File: config.mk
export PLATFORM = sky130hd
export DESIGN_NAME = dmem_arbiter
export DESIGN_NICKNAME = d
export VERILOG_FILES = /design/src/rtl/dmem_arbiter.sv
export SDC_FILE = /design/constraint.sdc
export NUM_CORES = 1
export LEC_CHECK = 0
export ABC_CLOCK_PERIOD_IN_PS = 4000
export CAP_MARGIN = 20
export CORE_AREA = 2 2 108 110
export CTS_CLUSTER_DIAMETER = 120
export DETAILED_ROUTE_END_ITERATION = 12
export DIE_AREA = 0 0 110 112
export PLACE_DENSITY = 0.8
export SLEW_MARGIN = 10
export SYNTH_ARGS = -nofsm -noshare
export SYNTH_HDL_FRONTEND = slang
export SYNTH_SLANG_ARGS = --single-unit
File: constraint.sdc
create_clock -name sys_clk -period 4 [get_ports sys_clk]
set_clock_uncertainty 0.15 [all_clocks]
set_input_delay 0.8 -clock sys_clk [delete_from_list [all_inputs] [get_ports sys_clk]]
set_output_delay 0.8 -clock sys_clk [all_outputs]
set_load 0.01 [all_outputs]
File: src/rtl/dmem_arbiter.sv
// Two-master data-RAM arbiter: CPU (m0) and debug/loader (m1) share one 256-word RAM, with bounded bursts.
// Latency: grant, mem_a/mem_d/mem_we combinational in the request cycle; rvalid/err/rdata registered, one cycle after gnt.
// Backpressure: a requester waits, req held high, until its gnt; the owner yields after MAX_BURST grants if the other master waits.
module dmem_arbiter #(
  parameter int MAX_BURST = 4
) (
  input  logic        sys_clk,
  input  logic        sys_rst,
  input  logic        m0_req,
  input  logic        m0_we,
  input  logic [31:0] m0_addr,
  input  logic [31:0] m0_wdata,
  output logic        m0_gnt,
  output logic        m0_rvalid,
  output logic        m0_err,
  output logic [31:0] m0_rdata,
  input  logic        m1_req,
  input  logic        m1_we,
  input  logic [31:0] m1_addr,
  input  logic [31:0] m1_wdata,
  output logic        m1_gnt,
  output logic        m1_rvalid,
  output logic        m1_err,
  output logic [31:0] m1_rdata,
  output logic [7:0]  mem_a,
  output logic [31:0] mem_d,
  output logic        mem_we,
  input  logic [31:0] mem_spo
);

  typedef enum logic [1:0] {IDLE, OWN0, OWN1} state_t;

  localparam logic [3:0] MAX_CNT = 4'(MAX_BURST);

  state_t      state;
  logic        last_owner;
  logic [3:0]  burst_cnt;
  logic [7:0]  mem_a_q;

  logic        g0;
  logic        g1;
  logic        gnt_any;
  logic        sel_we;
  logic [31:0] sel_addr;
  logic [31:0] sel_wdata;
  logic        in_range;

  // Masters are big-endian, the RAM is little-endian: swap bytes both ways.
  function automatic logic [31:0] bswap(input logic [31:0] w);
    return {w[7:0], w[15:8], w[23:16], w[31:24]};
  endfunction

  // Grant decision: owner keeps the bus until it drops req or its burst is used up while the other waits.
  always_comb begin
    g0 = 1'b0;
    g1 = 1'b0;
    if (!sys_rst) begin
      if (state == OWN0 && m0_req) begin
        if (m1_req && burst_cnt == MAX_CNT) g1 = 1'b1;
        else                                g0 = 1'b1;
      end else if (state == OWN1 && m1_req) begin
        if (m0_req && burst_cnt == MAX_CNT) g0 = 1'b1;
        else                                g1 = 1'b1;
      end else if (m0_req && m1_req) begin
        // Contention from idle or after an owner release: favour the master that did not go last.
        if (last_owner) g0 = 1'b1;
        else            g1 = 1'b1;
      end else if (m0_req) begin
        g0 = 1'b1;
      end else if (m1_req) begin
        g1 = 1'b1;
      end
    end
  end

  assign m0_gnt    = g0;
  assign m1_gnt    = g1;
  assign gnt_any   = g0 | g1;
  assign sel_we    = g1 ? m1_we    : m0_we;
  assign sel_addr  = g1 ? m1_addr  : m0_addr;
  assign sel_wdata = g1 ? m1_wdata : m0_wdata;
  assign in_range  = (sel_addr[31:10] == 22'd0) && (sel_addr[1:0] == 2'd0);

  // The RAM address follows the granted master and parks on the last one when nobody is granted.
  assign mem_a  = gnt_any ? sel_addr[9:2] : mem_a_q;
  assign mem_d  = bswap(sel_wdata);
  assign mem_we = gnt_any & sel_we & in_range;

  // Arbiter state, last-owner pointer and saturating burst counter.
  always_ff @(posedge sys_clk) begin
    if (sys_rst) begin
      state      <= IDLE;
      last_owner <= 1'b1;
      burst_cnt  <= 4'd0;
    end else if (g0) begin
      state      <= OWN0;
      last_owner <= 1'b0;
      if (state == OWN0) begin
        if (burst_cnt != MAX_CNT) burst_cnt <= burst_cnt + 4'd1;
      end else begin
        burst_cnt <= 4'd1;
      end
    end else if (g1) begin
      state      <= OWN1;
      last_owner <= 1'b1;
      if (state == OWN1) begin
        if (burst_cnt != MAX_CNT) burst_cnt <= burst_cnt + 4'd1;
      end else begin
        burst_cnt <= 4'd1;
      end
    end else begin
      state <= IDLE;
    end
  end

  // Hold register for the parked RAM address.
  always_ff @(posedge sys_clk) begin
    if (sys_rst)      mem_a_q <= 8'd0;
    else if (gnt_any) mem_a_q <= sel_addr[9:2];
  end

  // Read/error responses one cycle after the grant; rdata holds between rvalids.
  always_ff @(posedge sys_clk) begin
    if (sys_rst) begin
      m0_rvalid <= 1'b0;
      m0_err    <= 1'b0;
      m0_rdata  <= 32'd0;
      m1_rvalid <= 1'b0;
      m1_err    <= 1'b0;
      m1_rdata  <= 32'd0;
    end else begin
      m0_rvalid <= g0 & ~m0_we;
      m0_err    <= g0 & ~in_range;
      m1_rvalid <= g1 & ~m1_we;
      m1_err    <= g1 & ~in_range;
      if (g0 && !m0_we) m0_rdata <= in_range ? bswap(mem_spo) : 32'd0;
      if (g1 && !m1_we) m1_rdata <= in_range ? bswap(mem_spo) : 32'd0;
    end
  end

endmodule

* Word-level counts from Yosys, hierarchy flattened
Cells that the tools add are included.
** Operators by class
- Mux-type cells :: 31
- Eq/ne operators :: 4
- $add $sub $neg :: 1
- Bitwise logic cells :: 10
- Reductions and logical operators :: 14
** Operators with widths (count)
- 2-to-1 mux 32 bit :: 3
- zero test 22 bit :: 1
- 2-to-1 mux 1 bit :: 21
- 2-to-1 mux 4 bit :: 5
- logical AND 1 bit :: 8
- 2-to-1 mux 8 bit :: 1
- bitwise AND 1 bit :: 6
- adder 4 x 1 -> 4 bit (second input constant) :: 1
- equality test 4 x 3 -> 1 bit (second input constant) :: 1
- != test 4 x 3 -> 1 bit (second input constant) :: 1
- inverter 1 bit :: 3
- equality test 2 x 1 -> 1 bit (second input constant) :: 1
- equality test 2 bit (second input constant) :: 1
- zero test 1 bit :: 2
- zero test 2 bit :: 1
- 2-to-1 mux 2 bit :: 1
- nonzero test 2 bit :: 1
- OR reduction 2 bit :: 1
- bitwise OR 1 bit :: 1
** Word-level totals
- Input port bits :: 166
- Word-level logic and storage cells :: 71
- Bits in registers :: 83

* Longest topological paths before layout
Gate-level depths: netlist of the first run.
- Depth in word-level cells :: 11
- Gate-level depth with buffers :: 9

* Worst setup path before layout of the first run
No wires, ideal clock.
- Kind :: reg2out
- From :: register burst_cnt[0]
- To :: output port mem_d[0]
- Slack :: 0.970 ns
- Path buffers :: 2
- Cell stages (with the launch flop) :: 9
- Data arrival time :: 2.080 ns
- Data required time :: 3.050 ns
- Cell sequence :: dfxtp_1 -> inv_1 -> ha_1 -> and3b_1 -> o2111a_1 -> or4_1 -> buf_4 -> buf_6 -> mux2_1
** On the way
- Word-level cells in the longest chain between the ends :: 7
- Elaborated cells on any way between the ends :: 9
- Classes of those cells :: 1 x eq/ne; 6 x mux; 2 x reduce/logical
** RTL lines
- from (decl) :: RTL line 37 : logic [3:0] burst_cnt;
- from (signal assigned) :: RTL line 99 : if (burst_cnt != MAX_CNT) burst_cnt <= burst_cnt + 4'd1;
- from (signal assigned) :: RTL line 107 : if (burst_cnt != MAX_CNT) burst_cnt <= burst_cnt + 4'd1;
- equality test 4 x 3 -> 1 bit * :: RTL line 59, 62
- logical AND 1 bit :: RTL line 62 : if (m0_req && burst_cnt == MAX_CNT) g0 = 1'b1;
- 2-to-1 mux 1 bit :: RTL line 62
- 2-to-1 mux 1 bit :: RTL line 61 : end else if (state == OWN1 && m1_req) begin
- 2-to-1 mux 1 bit * :: RTL line 58 : if (state == OWN0 && m0_req) begin
- 2-to-1 mux 1 bit * :: RTL line 57 : if (!sys_rst) begin
- 2-to-1 mux 32 bit * :: RTL line 81 : assign sel_wdata = g1 ? m1_wdata : m0_wdata;
- to (decl) :: RTL line 26 : output logic [31:0] mem_d,
Every way passes the cells marked *; elsewhere a longest branch is shown, timed or not.

* Final worst setup path of the first run
- From :: input port m0_req
- To :: output port mem_d[3]
** On the way
- Word-level cells in the longest chain between the ends :: 6
- Elaborated cells on any way between the ends :: 10
- Classes of those cells :: 7 x mux; 3 x reduce/logical
** RTL lines
- from (decl) :: RTL line 9 : input logic m0_req,
- 2-to-1 mux 1 bit, or another cell as far along :: RTL line 68 : end else if (m0_req) begin
- 2-to-1 mux 1 bit, on equally long branches :: RTL line 64, 62
- 2-to-1 mux 1 bit :: RTL line 61
- 2-to-1 mux 1 bit * :: RTL line 58
- 2-to-1 mux 1 bit * :: RTL line 57
- 2-to-1 mux 32 bit * :: RTL line 81
Marks and branches as above.

==> metrics.yaml, run 1 <==
sta:
  final_max_slew_viols: 0
  timing.final.ws_setup_ns: 0.04126
  final_layout_setup_total_negative_slack_ns: 0
  worst_slew_pin_slew_ns: 1.042
  max_fclk_mhz: 252.6
  timing.max_slew.rel_slack: 0.2902
  setup_viol_count_final: 0
  fin_hold_ws_ns: 0.3002
  final_min_period_over_clock_period: 0.9897
  tmin_final_ns: 3.959
  report.final.hold_viol_count: 0
finish:
  layout.cells.most_common: "sky130_fd_sc_hd__clkdlybuf4s50_1"
  ff_latch_area_um2: 1663
  finalInstanceArea_um2: 7149
  final_core_util: 0.6398
  area_taken_by_multi_input_logic_gates_um2: 1984
  layout-drive-gt1-share: 0.1147
  num-nets-final: 843
  most-common-layout-cells: "sky130_fd_sc_hd__clkdlybuf4s50_1, sky130_fd_sc_hd__dfxtp_1, sky130_fd_sc_hd__a21oi_1"
  syn_to_final_growth_pct: 87.78
  number_of_fillers_in_the_final_layout: 925
detailed_routing:
  routed_via_density: 5.357
  first_iteration_detailed_routing_drc_count: 261
  drtAntennaViolNets: 0
  dr_total_vias: 4414
  drt_pass1_iterations: 5
  drc: 0
  post_drt_wl_per_cell_um: 21.93
  postRouteWirelength_um: 18070
power:
  p_per_area_nw_per_um2: 293.2
  p_leak_nw: 2.706
  vdd_drop_max_uv: 230.7
synth:
  netlist_instances: 394
  synth_top_area_share: 0.4364
  synth_fp_nets: 562
  ffs_w_async_s_r_synth: 0
  synth_enable_flop_cells: 0
  synth-seq-area-share: 0.4364
  yosys_warnings: 0
  syn_area_um2: 3807
  synth.largest_area_cell: "sky130_fd_sc_hd__dfxtp_1"
  synth_seq_cells: 83
  yosys.cell_types.count: 42
  netlist_top_cells_area: "sky130_fd_sc_hd__dfxtp_1, sky130_fd_sc_hd__a32o_1, sky130_fd_sc_hd__mux2_4, sky130_fd_sc_hd__a21oi_1, sky130_fd_sc_hd__nand3_1"
  synthesis.area_per_instance_um2: 9.663
  synthFlopType: "sky130_fd_sc_hd__dfxtp_1"
clocking:
  clock_sink_count: 83
  cts_made_buffers: 9
  cts.path.max_buffers: 2
  cts_root_buffer: "sky130_fd_sc_hd__clkbuf_16"
  cts.reportedPaths.clkPinSlew_ns: 0.06
  tritoncts: "yes"
  clk_latency_ns: 0.33
  cts_htree_levels: 3
min_path:
  min-delay-path-class: "reg2reg"
  hold-path-endpoint: "m1_rdata[12]"
  timing.hold.worst_path_depth: 2
  hold_path_startpoint: "m1_rdata[12]"
floorplan:
  design.portCount: 277
  dieArea_um2: 12320
  floorplan.initialDensity: 0.3407
  dieWidth_um: 110
  core_region_area_um2: 11170
  num_rows: 39
  die_h_um: 112
critical_path:
  cp_data_arrival_time_ns: 3.01
  crit_slowest_cell: "sky130_fd_sc_hd__or4_4"
  setup.worst_path.class: "in2out"
  setup.worst_path.start_class: "primary input"
  critical_path.max_fanout: 9
  buffer_and_inverter_count_on_the_worst_path: 3
  r2r_startpoint: "burst_cnt[0]"
  worstPathCellList: "clkdlybuf4s50_1 > o2111a_1 > or4_4 > buf_6 > mux2_1 > clkdlybuf4s50_1"
  slowest_delay_ns: 0.55
  regToRegEndpoint: "m0_rdata[27]"
  timing.critical_path.mode_cell: "sky130_fd_sc_hd__clkdlybuf4s50_1"
  worst_setup_path_end_kind: "output pin"
  critical_path.startpoint: "m0_req"
  required_ns: 3.05
  register_to_register_setup_slack_ns: 0.81
  ff2ff_path_depth: 9
  worst_path_dominant_cell_family: "buffers and inverters"
placement:
  detailed_place.area_um2: 6733
  routabilityCongestion: 1.004
  placement.setup.worst_slack_ns: -0.1825
  detailedPlacementHpwl_um: 13980
  port_buffers: 276
global_route:
  grt_util_all_layers: 0.2820
  wire_length_of_the_first_global_routing_pass_um: 25870
  number_of_global_route_vias_before_repair: 4450
  grt_antenna_before_repair: 1
  gr-total-overflow: 0
  grt_start_max_net_pins: 48
run_status:
  run_status: "finished clean"
job:
  cap_viol_max_count: 0
-- state kept, by name, summed over array words and instances (netlist names) --
signal	count
mem_a_q	8
last_owner	1
m1_rvalid	1
m1_rdata	32
m0_rdata	32
m1_err	1
burst_cnt	4
m0_rvalid	1
state	2
m0_err	1
-- power breakdown --
group          internal, W  switching (W)
combinational     0.000285       0.000184
sequential        0.000839     0.00000803
clock             0.000429       0.000352
-- repair_timing --
item | 4_1_cts | 5_1_grt
buffers inserted | 4 | 1
cloned | 0 | 1
gates resized for setup | 5 | 10
hold buffers | 0 | 0
setup endpoints to repair | 39 | 39
-- worst register-to-register path: cells and delay by family, from the launching register on --
kind	cells	cell delay, ns
AOI/OAI and AO/OA	2	0.49
adders and majority gates	1	0.23
buffers and inverters	3	0.42
DFF	1	0.37
muxes	1	0.83
and+or+nand+nor	2	0.64
-- kinds of logic after synthesis --
kind of cell             Yosys count  synth area share
AND/OR/NAND/NOR                  129            0.1683
AO/OA/AOI/OAI                     97            0.1847
flip-flops                        83            0.4364
multiplexers                      43            0.1466
buffers and inverters             40           0.05751
adder cells (fa/ha/maj)            2          0.006571
-- cell type report --
type	count	share of cell area
Timing Repair Buffer	303	0.4219
Multi-Input combinational cell	271	0.2776
Sequential cell	83	0.2326
Clock buffer	10	0.03203
Tap cell	143	0.02503
Clock inverter	6	0.006825
Inverter	7	0.003675
Antenna cell	1	0.0003500
-- stage by stage --
step,cells,power [W]
floorplan,394,0.001017
global placement,800,0.001308
detailed placement,800,0.001317
CTS,820,0.002102
global route,824,0.002171
finish,824,0.002096
-- synth_stat cells (2+ instances only) --
master	count
sky130_fd_sc_hd__nor4_1	12
sky130_fd_sc_hd__nor2b_1	2
sky130_fd_sc_hd__ha_1	2
sky130_fd_sc_hd__nand2b_1	4
sky130_fd_sc_hd__a211oi_1	8
sky130_fd_sc_hd__buf_4	6
sky130_fd_sc_hd__o21ai_0	3
sky130_fd_sc_hd__mux2_4	20
sky130_fd_sc_hd__a32o_1	33
sky130_fd_sc_hd__nand3_1	37
sky130_fd_sc_hd__clkbuf_1	19
sky130_fd_sc_hd__or2_2	2
sky130_fd_sc_hd__nand4_1	2
sky130_fd_sc_hd__buf_6	6
sky130_fd_sc_hd__nand2_1	40
sky130_fd_sc_hd__a21oi_1	42
sky130_fd_sc_hd__mux2_1	12
sky130_fd_sc_hd__nor2_1	19
sky130_fd_sc_hd__dfxtp_1	83
sky130_fd_sc_hd__a31oi_1	3
sky130_fd_sc_hd__o2111a_1	2
sky130_fd_sc_hd__or4_1	2
sky130_fd_sc_hd__inv_1	7
sky130_fd_sc_hd__mux2i_1	10
-- worst max path at each step --
stage / end / slack [ns] / cells after the start
2_1_floorplan: mem_d[0] / 0.97 / 8
3_3_place_gp: mem_d[24] / -0.11 / 6
3_5_place_dp: mem_d[4] / -0.18 / 6
4_1_cts: mem_we / 0.007 / 7
5_1_grt: mem_a[4] / -0.002 / 8
6_report: mem_d[3] / 0.04 / 6
-- metal layers --
layer	GRT usage	share of wire	vias to the layer above	wire [um]
met4	0.1814	0.063	0	1140
met2	0.4499	0.48	248	8616
met3	0.09075	0.096	50	1730
met1	0.3193	0.36	2087	6582
met5	0	0	-	0
li1	-	-	2029	-
Power figures use the tool's default switching activity.
==> inputs of run 2 (changes only) <==
--- a/config.mk
+++ b/config.mk
@@ -5,7 +5,6 @@
 export SDC_FILE = /design/constraint.sdc
 export NUM_CORES = 1
 export LEC_CHECK = 0
-export ABC_CLOCK_PERIOD_IN_PS = 4000
 export CAP_MARGIN = 20
 export CORE_AREA = 2 2 108 110
 export CTS_CLUSTER_DIAMETER = 120
==> results of run 2 <==
Same layout as run 1: the final DEF is identical, and so are final timing and power.
